**src/rtl/seg_scan_driver.sv**
```systemverilog
// Time-multiplexed 7-segment scan driver: per-slot snapshot, hex/point decode,
// PWM brightness, per-digit blink and a blanking gap at the start of each slot.
module seg_scan_driver #(
    parameter int NUM_DIGITS        = 8,
    parameter int DIV               = 50000,
    parameter int BLANK_CYCLES      = 1000,
    parameter int BLINK_HALF_FRAMES = 62
) (
    input  logic                    clk,
    input  logic                    rst_n,
    input  logic [4*NUM_DIGITS-1:0] digits,
    input  logic [NUM_DIGITS-1:0]   en,
    input  logic [NUM_DIGITS-1:0]   en_point,
    input  logic [NUM_DIGITS-1:0]   blink,
    input  logic [2:0]              bright,
    output logic [NUM_DIGITS-1:0]   seg_en,
    output logic [7:0]              seg_out,
    output logic                    frame_tick
);

    localparam int CNT_W   = $clog2(DIV);
    localparam int LEN_W   = CNT_W + 1;
    localparam int IDX_W   = (NUM_DIGITS > 1) ? $clog2(NUM_DIGITS) : 1;
    localparam int FC_W    = (BLINK_HALF_FRAMES > 1) ? $clog2(BLINK_HALF_FRAMES) : 1;
    localparam int SLOT_ON = DIV - BLANK_CYCLES;
    localparam int STEP    = SLOT_ON >> 3;

    logic [CNT_W-1:0]      cnt_q, cnt_d;
    logic [IDX_W-1:0]      idx_q, idx_d;
    logic [FC_W-1:0]       frame_cnt_q, frame_cnt_d;
    logic                  blink_phase_q, blink_phase_d;
    logic [3:0]            snap_digit_q, snap_digit_d;
    logic                  snap_point_q, snap_point_d;
    logic                  snap_en_q, snap_en_d;
    logic                  snap_blink_q, snap_blink_d;
    logic [2:0]            snap_bright_q, snap_bright_d;
    logic [NUM_DIGITS-1:0] seg_en_q, seg_en_d;
    logic [7:0]            seg_out_q, seg_out_d;
    logic                  frame_tick_q, frame_tick_d;

    logic                  slot_end;
    logic                  lit;
    logic [LEN_W-1:0]      on_len;
    logic [LEN_W-1:0]      cnt_ext;

    function automatic logic [7:0] decode(input logic [3:0] value, input logic point);
        logic [7:0] segs;
        case (value)
            4'h0: segs = 8'hC0;
            4'h1: segs = 8'hF9;
            4'h2: segs = 8'hA4;
            4'h3: segs = 8'hB0;
            4'h4: segs = 8'h99;
            4'h5: segs = 8'h92;
            4'h6: segs = 8'h82;
            4'h7: segs = 8'hF8;
            4'h8: segs = 8'h80;
            4'h9: segs = 8'h90;
            4'hA: segs = 8'h88;
            4'hB: segs = 8'h83;
            4'hC: segs = 8'hC6;
            4'hD: segs = 8'hA1;
            4'hE: segs = 8'h86;
            default: segs = 8'h8E;
        endcase
        return segs & {~point, 7'h7F};
    endfunction

    // Slot/frame sequencing and snapshot capture.
    always_comb begin
        // NOTE: every signal gets a default first so no latch is inferred.
        slot_end      = (cnt_q == CNT_W'(DIV - 1));
        cnt_d         = slot_end ? '0 : cnt_q + 1'b1;
        idx_d         = idx_q;
        snap_digit_d  = snap_digit_q;
        snap_point_d  = snap_point_q;
        snap_en_d     = snap_en_q;
        snap_blink_d  = snap_blink_q;
        snap_bright_d = snap_bright_q;
        frame_cnt_d   = frame_cnt_q;
        blink_phase_d = blink_phase_q;
        frame_tick_d  = slot_end && (idx_q == IDX_W'(NUM_DIGITS - 1));

        if (slot_end) begin
            idx_d         = (idx_q == IDX_W'(NUM_DIGITS - 1)) ? '0 : idx_q + 1'b1;
            snap_digit_d  = digits[4*idx_d +: 4];
            snap_point_d  = en_point[idx_d];
            snap_en_d     = en[idx_d];
            snap_blink_d  = blink[idx_d];
            snap_bright_d = bright;
        end

        if (frame_tick_q) begin
            if (frame_cnt_q == FC_W'(BLINK_HALF_FRAMES - 1)) begin
                frame_cnt_d   = '0;
                blink_phase_d = ~blink_phase_q;
            end else begin
                frame_cnt_d = frame_cnt_q + 1'b1;
            end
        end
    end

    // Lit window: after the blank gap, for a brightness-scaled number of cycles.
    always_comb begin
        cnt_ext = {1'b0, cnt_q};
        on_len  = (snap_bright_q == 3'd7) ? LEN_W'(SLOT_ON)
                : LEN_W'(STEP) * LEN_W'({1'b0, snap_bright_q} + 4'd1);
        lit     = (cnt_ext >= LEN_W'(BLANK_CYCLES))
               && (cnt_ext < LEN_W'(BLANK_CYCLES) + on_len)
               && snap_en_q
               && !(snap_blink_q && blink_phase_q);
        seg_en_d  = '1;
        seg_out_d = 8'hFF;
        if (lit) begin
            seg_en_d  = ~(NUM_DIGITS'(1) << idx_q);
            seg_out_d = decode(snap_digit_q, snap_point_q);
        end
    end

    // NOTE: state uses non-blocking assignments; the async reset clears every flop,
    // snapshot included, so the first slot after release is dark.
    always_ff @(posedge clk or negedge rst_n) begin
        if (!rst_n) begin
            cnt_q         <= '0;
            idx_q         <= '0;
            frame_cnt_q   <= '0;
            blink_phase_q <= 1'b0;
            snap_digit_q  <= '0;
            snap_point_q  <= 1'b0;
            snap_en_q     <= 1'b0;
            snap_blink_q  <= 1'b0;
            snap_bright_q <= '0;
            seg_en_q      <= '1;
            seg_out_q     <= 8'hFF;
            frame_tick_q  <= 1'b0;
        end else begin
            cnt_q         <= cnt_d;
            idx_q         <= idx_d;
            frame_cnt_q   <= frame_cnt_d;
            blink_phase_q <= blink_phase_d;
            snap_digit_q  <= snap_digit_d;
            snap_point_q  <= snap_point_d;
            snap_en_q     <= snap_en_d;
            snap_blink_q  <= snap_blink_d;
            snap_bright_q <= snap_bright_d;
            seg_en_q      <= seg_en_d;
            seg_out_q     <= seg_out_d;
            frame_tick_q  <= frame_tick_d;
        end
    end

    assign seg_en     = seg_en_q;
    assign seg_out    = seg_out_q;
    assign frame_tick = frame_tick_q;

endmodule

```
**config.mk**
```make
export PLATFORM = sky130hd
export DESIGN_NAME = seg_scan_driver
export DESIGN_NICKNAME = d
export VERILOG_FILES = /design/src/rtl/seg_scan_driver.sv
export SDC_FILE = /design/constraint.sdc
export NUM_CORES = 1
export LEC_CHECK = 0
export CORE_AREA = 2 2 114 144
export CTS_CLUSTER_SIZE = 25
export DETAILED_ROUTE_END_ITERATION = 7
export DIE_AREA = 0 0 116 146
export MAX_ROUTING_LAYER = met4
export SYNTH_ARGS = -nofsm -noshare
export SYNTH_HDL_FRONTEND = slang
export SYNTH_SLANG_ARGS = --single-unit
```
**constraint.sdc**
```tcl
create_clock -name clk -period 16.2 [get_ports clk]
set_input_delay 1.62 -clock clk [delete_from_list [all_inputs] [get_ports clk]]
set_output_delay 1.62 -clock clk [all_outputs]
set_load 0.005 [all_outputs]
```
After elaboration in Yosys (flattened, before gate mapping)
Memory sizes are Yosys's and may differ from the RTL's.
Cells that the tools add are included.
{"block": "op_classes", "multipliers": 1, "magnitude_cmp": 3, "reduce_logical": 7, "shift": 2, "addsub": 5, "eq_ne": 4, "div_mod_pow": 0, "muxes": 13, "bitwise": 4}
{"operator": "32-bit by 6-bit indexed part select with 4-bit output", "count": 1}
{"operator": "8-bit 2-to-1 mux", "count": 3}
{"operator": "10-bit by 17-bit adder with 17-bit output (first input constant)", "count": 1}
{"operator": "16-bit by 17-bit less-than comparator with 1-bit output", "count": 1}
{"operator": "13-bit by 4-bit multiplier with 17-bit output (first input constant)", "count": 1}
{"operator": "17-bit 2-to-1 mux", "count": 1}
{"operator": "16-bit by 1-bit adder with 16-bit output (second input constant)", "count": 1}
{"operator": "16-bit equality test (second input constant)", "count": 1}
{"operator": "16-bit by 10-bit greater-or-equal comparator with 1-bit output (second input constant)", "count": 1}
{"operator": "16-bit 2-to-1 mux", "count": 1}
{"operator": "1-bit binary-select mux with 3-bit select", "count": 3}
{"operator": "8-bit bitwise AND", "count": 1}
{"operator": "8-bit NOT", "count": 1}
{"operator": "1-bit by 3-bit left shift with 8-bit output (first input constant)", "count": 1}
{"operator": "6-bit by 1-bit adder with 6-bit output (second input constant)", "count": 1}
{"operator": "3-bit equality test (second input constant)", "count": 2}
{"operator": "6-bit equality test (second input constant)", "count": 1}
{"operator": "6-bit 2-to-1 mux", "count": 1}
{"operator": "1-bit logical AND", "count": 5}
{"operator": "3-bit by 1-bit adder with 4-bit output (second input constant)", "count": 1}
{"operator": "3-bit by 4-bit less-than comparator with 1-bit output (second input constant)", "count": 1}
{"operator": "3-bit by 1-bit adder with 3-bit output (second input constant)", "count": 1}
{"operator": "1-bit 2-to-1 mux", "count": 3}
{"operator": "3-bit 2-to-1 mux", "count": 1}
{"operator": "other kinds (3)", "count": 4}
{"block": "word_totals", "inputBits": 61, "output_inout_bits": 17, "latchBits": 0, "elab_cells": 52, "ff_bits": 53, "ramBits": 0, "mem_bits_ro": 112, "memories": 1}
{"memory": "(no name shown)", "words": 16, "word_bits": 7, "rd": 1, "rd_clocked_by_memory_dff": 0, "wr": 0, "line": "48", "text": "case (value)"}

Logic depth before layout (Yosys ltp)
{"block": "logic_depth", "depth_word": 11, "depth_mapped": 25, "mapped_depth_nobuf": 24}

Least setup slack after synthesis
Ideal clock, no wire load.
{"block": "synth_timing", "path_kind": "register to register", "start": "reg snap_bright_q[0]", "end": "reg seg_out_q[3] (netlist: seg_out[3])", "t_arrival_ns": 5.389, "setup_slack_ns": 10.727, "period_less_slack_ns": 5.473, "stages_incl_launch_ff": 22, "setup_time_ns": 0.084, "path_buffers": 2, "required_time_ns": 16.116, "cell_sequence": "dfrtp_1 ha_1 ha_1 fa_1 fa_1 ha_1 a21o_1 a221oi_2 xor2_1 nor2_1 or3_1 buf_2 xnor2_1 ha_1 a211oi_1 o211ai_1 a21oi_1 o31ai_1 nand2b_1 o41a_4 buf_6 o2111ai_1"}
{"block": "synth_via", "elab_chain_cells": 9, "elab_cells_between_ends": 10, "classes_between": "2 x add/sub; 1 x mul; 1 x order compare; 1 x eq/ne; 2 x mux; 3 x reduce/logical"}
{"element": "from (decl)", "line": "36", "text": "logic [2:0] snap_bright_q, snap_bright_d;"}
{"element": "from (signal assigned)", "line": "145", "text": "snap_bright_q <= snap_bright_d;"}
{"element": "3-bit by 1-bit adder with 4-bit output", "line": "107", "text": ": LEN_W'(STEP) * LEN_W'({1'b0, snap_bright_q} + 4'd1);"}
{"element": "13-bit by 4-bit multiplier with 17-bit output", "line": "107"}
{"element": "17-bit 2-to-1 mux *", "line": "106", "text": "on_len = (snap_bright_q == 3'd7) ? LEN_W'(SLOT_ON)"}
{"element": "10-bit by 17-bit adder with 17-bit output *", "line": "109", "text": "&& (cnt_ext < LEN_W'(BLANK_CYCLES) + on_len)"}
{"element": "16-bit by 17-bit less-than comparator with 1-bit output *", "line": "109"}
{"element": "1-bit logical AND *", "line": "109"}
{"element": "1-bit logical AND *", "line": "110", "text": "&& snap_en_q"}
{"element": "1-bit logical AND *", "line": "111", "text": "&& !(snap_blink_q && blink_phase_q);"}
{"element": "8-bit 2-to-1 mux *", "line": "114", "text": "if (lit) begin"}
{"element": "via seg_out_d[3]", "line": "38", "text": "logic [7:0] seg_out_q, seg_out_d;"}
{"element": "to (signal assigned)", "line": "147", "text": "seg_out_q <= seg_out_d;"}
{"element": "to (decl)", "line": "38"}
Mark *: on every way through the listed nets, which the timed path passes. The rest lies on a longest branch.
A chain may end at the register's enable or synchronous reset.

Final worst setup path
{"block": "layout_timing", "start": "reg snap_bright_q[0]", "end": "reg seg_out_q[2] (netlist: seg_out[2])"}
The elaborated chain is that of the path after synthesis.

==> qor.txt <==
Placed instance count: 735
Count of mapped cells out of synthesis: 456
CP endpoint kind: flip-flop
Final period utilization: 37.1%
GRT Resource Usage Total: 13.2%
Number of enable-type register cells in the synthesized netlist: 0
Max-slew headroom: 32.7%
Worst-path cell chain: inv_1, ha_1, inv_1, fa_1, inv_1, fa_1, ha_1, and2b_1, nand3_1, o21ai_0, xor2_1, nand4_1, nand2b_1, xnor2_1, nor2_1, ha_1, nand3_1, o31ai_1, nand2b_1, o41a_4, o2111ai_1
Critical Path AT: 6.22 ns
Post-DRT Antenna Nets: 0
Latest clock arrival within the worst-skew pair: 0.29 ns
Routability cong.: 0.810
Worst ir drop on vdd: 0.0590 mV
TritonCTS clock tree: done
Starting density of the core: 28.8%
Die area: 16900 µm²
Hold Fails Final Rpt: 0
Drt initial violations: 100
Clock transition at the register clock pins on the worst setup and hold paths after CTS: 0.07 ns
Maximum number of pins on one net before global-route repair: 54
Number of clock sinks: 53
# port buffers: 77
Part of the power in combinational logic: 7.9%
Final Instance Count excl. Fillers: 743
# setup viols final: 0
Share of synthesized flip-flops with an asynchronous set or reset: 100%
Final routed wirelength across all metal layers: 10400 µm
Congestion Overflow GR: 0
Setup repair bufs after CTS: 0
Multi-input gate area: 2940 µm²
Global-route wire length before repair: 17600 µm
Run status: complete, no violations
Cts bufs inserted: 5
Antenna cell count: 0
Maximum net fanout on the critical path: 16
Post-detailed-route DRC marker count: 0
Required time reported for the critical path endpoint: 16.41 ns
Minimum clock period: 6.02 ns
Internal Dissipation: 210 µW
Unrepaired setup endpoints after global routing: false
Width of the die: 116 µm
Primary flip-flop cell chosen by synthesis mapping: sky130_fd_sc_hd__dfrtp_1
Chip height: 146 µm
Slowest cell on the critical path: sky130_fd_sc_hd__dfrtp_1
Routed wire per std cell: 14.0 µm
Ports: 78
Deepest clock path buffer count: 2
Clock tree skew after final layout: 0.00749 ns
Total number of placement rows: 51
Switching Share: 20.0%
Setup Total Neg Slack: 0 ns
CTS Root Cell: sky130_fd_sc_hd__clkbuf_16
CORE AREA: 15400 µm²
Seq pwr share: 50.6%
Number of global-route vias before repair: 3783
Share of post-route cells with drive strength above 1: 9.79%
Syn. warnings: 0
Post-synthesis sequential element count: 53
HPWL after DPL: 8470 µm
Clock network power share: 41.5%
Total Nets Final: 659
Hold buffer count at CTS: 0
PD cells: 46.7 nW/µm²
Mean post-synth cell area: 9.76 µm²
Leakage power figure: 2.43 nW
Final Max Slew Viols: 0
Routed via count: 3604
Tightest Pin Transition: 1.01 ns
Total iterations of the first detailed-routing run: 4
Area taken by flip-flops and latches: 1350 µm²
Layout Area Growth over Synthesis: 26.0%
Largest stage delay on the critical path: 0.56 ns
Top Family by Delay on Critical Path: adder cells
Maximum achievable frequency: 166 MHz
Type of the most critical hold path: flip-flop to flip-flop
Syn nets: 585
Number of filler instances in the final layout: 1612
Yosys cell types: 53
Post-synthesis instance area: 4450 µm²
Net load switching power: 52.4 µW
Category of the critical setup timing path: flip-flop to flip-flop
Total of cells resized after clock tree synthesis: 0
Via-to-Cell Ratio: 4.85
Worst setup SP type: flip-flop
H-tree levels: 2
Fraction of the yosys area taken by sequential cells: 30.3%
Initial antenna violation count: 0
CP bufs+invs: 3
Reported max-cap violation count: 0
## metrics by stage
stage | util, % | area (µm²) | hold WS, ns | setup slack, ns | total power, mW
finish | 36.3 | 5610 | 0.435 | 10.18 | 0.262
global placement | 35.3 | 5460 | 0.412 | 10.45 | 0.156
floorplan | - | 4450 | 0.391 | 10.73 | 0.139
global route | 36.3 | 5610 | 0.440 | 9.81 | 0.271
detailed placement | 35.3 | 5460 | 0.447 | 10.27 | 0.156
CTS | 36.3 | 5610 | 0.439 | 10.22 | 0.266
## registers in the layout (all words and copies together), names as in the netlist
| signal | cells |
|---|---|
| blink_phase_q | 1 |
| cnt_q | 16 |
| frame_cnt_q | 6 |
| frame_tick | 1 |
| idx_q | 3 |
| seg_en | 8 |
| seg_out | 8 |
| snap_blink_q | 1 |
| snap_bright_q | 3 |
| snap_digit_q | 4 |
| snap_en_q | 1 |
| snap_point_q | 1 |
## cell usage in the layout (no fill, tap or decap), drive strengths merged, types with 2 or more instances in the layout
master / n
a21oi: 29
o211ai: 2
a211oi: 3
nor2: 32
clkinv: 2
o2111ai: 3
o22ai: 2
nand4: 8
o21ai: 25
or4: 2
or3: 4
nor3: 8
clkdlybuf4s50: 76
nor4: 6
fa: 8
mux4: 14
xnor2: 19
clkbuf: 6
o31ai: 3
nor2b: 3
ha: 60
and2: 4
mux2i: 11
inv: 31
o21a: 2
or2: 2
xor2: 16
nand2: 32
a21o: 6
dfstp: 16
buf: 4
dfrtp: 37
nand3: 23
a32oi: 2
and3: 4
nand2b: 10
## metal layers
layer	wire length (µm)	track usage (%)	vias up	share of wire [%]
li1	-	-	1780	-
met1	4320	14.6	1721	42
met2	5410	23.7	87	52
met3	383	1.87	16	3.7
met4	265	4.82	0	2.6
met5	0	-	-	0
## power by group through the flow
stage / sequential [mW] / clock (mW) / combinational (mW)
final: 0.132 / 0.109 / 0.0207
after detailed placement: 0.135 / 0 / 0.0212
after global placement: 0.135 / 0 / 0.0207
after global routing: 0.132 / 0.116 / 0.0224
after CTS: 0.132 / 0.112 / 0.0213
after floorplan: 0.135 / 0 / 0.00366
## area by class of cell
class	count	share of cell area [%]
multi-input cells	359	52.4
flip-flops and latches	53	24.0
repair buffers	80	14.1
well taps	212	4.73
clock buffers	6	2.48
inverters	31	2.07
clock inverters	2	0.245
## cells by family after synthesis
group           after synthesis  share of synthesized area (%)
simple gates                145                           16.4
compound gates               86                           12.5
fa+ha+maj                    68                           20.5
flops                        53                           30.3
buf+inv                      44                           3.94
xor+xnor                     35                           6.89
mux                          25                           9.56
## synthesized netlist by cell type, types with 9 or more instances
| library cell | number | area, µm² |
|---|---|---|
| sky130_fd_sc_hd__dfrtp_1 | 37 | 926 |
| sky130_fd_sc_hd__nand3_1 | 23 | 115 |
| sky130_fd_sc_hd__mux4_2 | 14 | 315 |
| sky130_fd_sc_hd__clkbuf_1 | 9 | 33.8 |
| sky130_fd_sc_hd__xor2_1 | 16 | 140 |
| sky130_fd_sc_hd__inv_1 | 31 | 116 |
| sky130_fd_sc_hd__nand2b_1 | 10 | 62.6 |
| sky130_fd_sc_hd__ha_1 | 60 | 751 |
| sky130_fd_sc_hd__nor2_1 | 32 | 120 |
| sky130_fd_sc_hd__mux2i_1 | 11 | 110 |
| sky130_fd_sc_hd__a21oi_1 | 29 | 145 |
| sky130_fd_sc_hd__dfstp_2 | 16 | 420 |
| sky130_fd_sc_hd__xnor2_1 | 19 | 166 |
| sky130_fd_sc_hd__nand2_1 | 32 | 120 |
| sky130_fd_sc_hd__o21ai_0 | 25 | 125 |
## worst paths after layout
| kind | from | end | slack [ns] | cells after the start |
|---|---|---|---|---|
| worst min-delay path | snap_point_q$_DFFE_PN0N_ | seg_out[7]$_DFF_PN1_ | 0.44 | 1 |
| min in group asynchronous | rst_n | cnt_q[7]$_DFF_PN0_ | 1.44 | 2 |
| worst max-delay path | snap_bright_q[0]$_DFFE_PN0N_ | seg_out[2]$_DFF_PN1_ | 10.18 | 21 |
| worst min register to register | snap_point_q$_DFFE_PN0N_ | seg_out[7]$_DFF_PN1_ | 0.44 | 1 |
| max in group asynchronous | rst_n | snap_digit_q[2]$_DFFE_PN0N_ | 14.29 | 2 |
| worst max register to register | snap_bright_q[0]$_DFFE_PN0N_ | seg_out[2]$_DFF_PN1_ | 10.18 | 21 |
Note: power is estimated with default switching activity, not from simulation.
==> edit: new RTL, config.mk and constraints unchanged <==
Register the output `seg_out` once more; this adds one clock of latency there. The other outputs are not delayed to match.
--- a/src/rtl/seg_scan_driver.sv
+++ b/src/rtl/seg_scan_driver.sv
@@ -151,5 +151,7 @@
 
     assign seg_en     = seg_en_q;
-    assign seg_out    = seg_out_q;
+    always_ff @(posedge clk) begin
+        seg_out <= seg_out_q;
+    end
     assign frame_tick = frame_tick_q;
 
Behaviour: same outputs for any inputs over 10 cycles, from zero or initial values and one cycle with rst_n low; that may be too few to reach the edited logic, so the function may still have changed.
==> edit against the unedited design <==
- total power rose by 44%
- wire length grew 7.3%
- clock skew fell by 0.0024 ns
- synthesized area increased by 6.3%
- final cell count is 4.4% higher
- largest power group is now clock
- critical path type unchanged
- design area rose by 7.9%
- setup slack got worse by 0.11 ns
- global-route usage grew 0.99 points
- sequential cell count rose by 8
- highest routed layer unchanged
- non-clock buffer count decreased by 1
- critical path depth unchanged
- largest cell class unchanged
- critical endpoint is now seg_en[5]
==> edit: results (changes against the unedited design) <==
vias per cell=4.94 (was 4.85); Mapped Nets=611 (was 585); async set-reset flop share out of synthesis=86.9% (was 100%); CP peak stage delay=0.54 ns (was 0.56 ns); H-Tree Depth=3 (was 2); max reg flops=16 (unchanged); met3 WL post-DR=273 um (was 383 um); Largest Register=cnt_q (unchanged); Crit-path slowest cell=dfrtp_1 (unchanged); Slew @ Worst Pin=1.12 ns (was 1.01 ns); PortBufs=77 (unchanged); total CTS buffers=9 (was 5); metal2 WL=5.82 mm (was 5.41 mm); WL/cell=14.3 um (was 14.0 um); clock latency on the worst-skew pair=0.32 ns (was 0.29 ns); worst-case vdd ir drop=0.0462 mV (was 0.0590 mV); GRT Overall Usage=14.2% (was 13.2%); DP HPWL=8.72 mm (was 8.47 mm); Cells after Synth=482 (was 456); sequential area share after synthesis=31.9% (was 30.3%); Placed Area=5730 um2 (was 5460 um2); count of different cell masters after synthesis=60 (was 53); layout cells sized above 1=12.1% (was 9.79%); Synth area leaders=dfrtp_1 (20%), ha_1 (16%), dfstp_2 (8.9%) (was dfrtp_1 (21%), ha_1 (17%), dfstp_2 (9.4%)); Clk pin slew, worst setup/hold paths=0.05 ns (was 0.07 ns); CP top delay family=adder cells (unchanged); placed cells=760 (was 735); CTS resizes=0 (unchanged); met1 wire length=4.95 mm (was 4.32 mm); postcts setup bufs=0 (unchanged); GP Congestion=0.879 (was 0.810); YS warnings=0 (unchanged); status=finished, final reports clean (unchanged); Clock Path Buffers=2 (unchanged); largest net degree at the start of global routing=54 (unchanged); drt total wl=11.1 mm (was 10.4 mm); first-pass GRT wire length=19.1 mm (was 17.6 mm); Lkg Pwr=2.60 nW (was 2.43 nW); number of global-route vias before repair=3901 (was 3783); DR top layer=met4 (unchanged); initial antenna violation count=0 (unchanged); fin nets=688 (was 659); DR iter-0 viols=156 (was 100); fillcell total=1564 (was 1612); worst clock skew=0.00513 ns (was 0.00749 ns); clk root buf=clkbuf_16 (unchanged); CP max FO=16 (unchanged); Post-synth top cells=ha_1 (60), nor2_1 (47), dfrtp_1 (37) (was ha_1 (60), dfrtp_1 (37), nand2_1 (32), nor2_1 (32), inv_1 (31))
[edit: report_power, final]
part | internal, mW | leakage [nW] | switching, mW | total, mW
combinational | 0.0156 | 1.76 | 0.00525 | 0.0209
sequential | 0.152 | 0.683 | 0 | 0.152
clock | 0.135 | 0.152 | 0.0685 | 0.203
total | 0.303 | 2.60 | 0.0737 | 0.377
[edit: worst paths after layout]
check                                 start              end  slack [ns]  cells after the start
min                            seg_out_q[4]       seg_out[4]        0.39                      0
max in group asynchronous             rst_n  snap_digit_q[3]       14.36                      2
max reg2reg                snap_bright_q[0]        seg_en[5]       10.07                     21
min reg2reg                    seg_out_q[4]       seg_out[4]        0.39                      0
min in group asynchronous             rst_n  snap_digit_q[1]        1.42                      2
max                        snap_bright_q[0]        seg_en[5]       10.07                     21
[edit: cell type report]
class                           count  share of cell area (%)
Timing Repair Buffer               79                    12.9
Multi-Input combinational cell    376                    50.5
Inverter                           32                    1.99
Clock inverter                      7                    1.61
Clock buffer                        9                    3.72
Tap cell                          212                    4.38
Sequential cell                    61                    24.9
[edit: per-layer routing]
| layer | vias up | global-route usage, % |
|---|---|---|
| met5 | - | - |
| met4 | 0 | 2.62 |
| met3 | 8 | 2.37 |
| met2 | 50 | 23.9 |
| met1 | 1897 | 18.0 |
| li1 | 1880 | - |
[edit: kinds of logic (layout without fill, tap and decap cells)]
group	after synthesis	after routing	share of synthesized area (%)
fa+ha+maj	68	68	19.3
xor+xnor	30	30	5.56
compound gates	101	101	14.1
flops	61	61	31.9
buf+inv	45	127	3.78
simple gates	150	150	16.0
mux	27	27	9.47
[edit: stage by stage]
step / setup slack, ns / util [%] / power [mW]
global placement: 10.29 / 37.1 / 0.176
detailed placement: 10.11 / 37.1 / 0.176
floorplan: 10.50 / - / 0.159
global route: 9.49 / 39.2 / 0.391
finish: 10.07 / 39.2 / 0.377
CTS: 10.07 / 39.2 / 0.381
[edit: worst reg2reg max path: cells and delay by family (launching register included)]
kind	cells	cell delay, ns
muxes	1	0.29
buffers and inverters	2	0.31
and+or+nand+nor	8	1.14
DFF	1	0.54
AOI/OAI and AO/OA	5	1.62
adders and majority gates	5	2.13
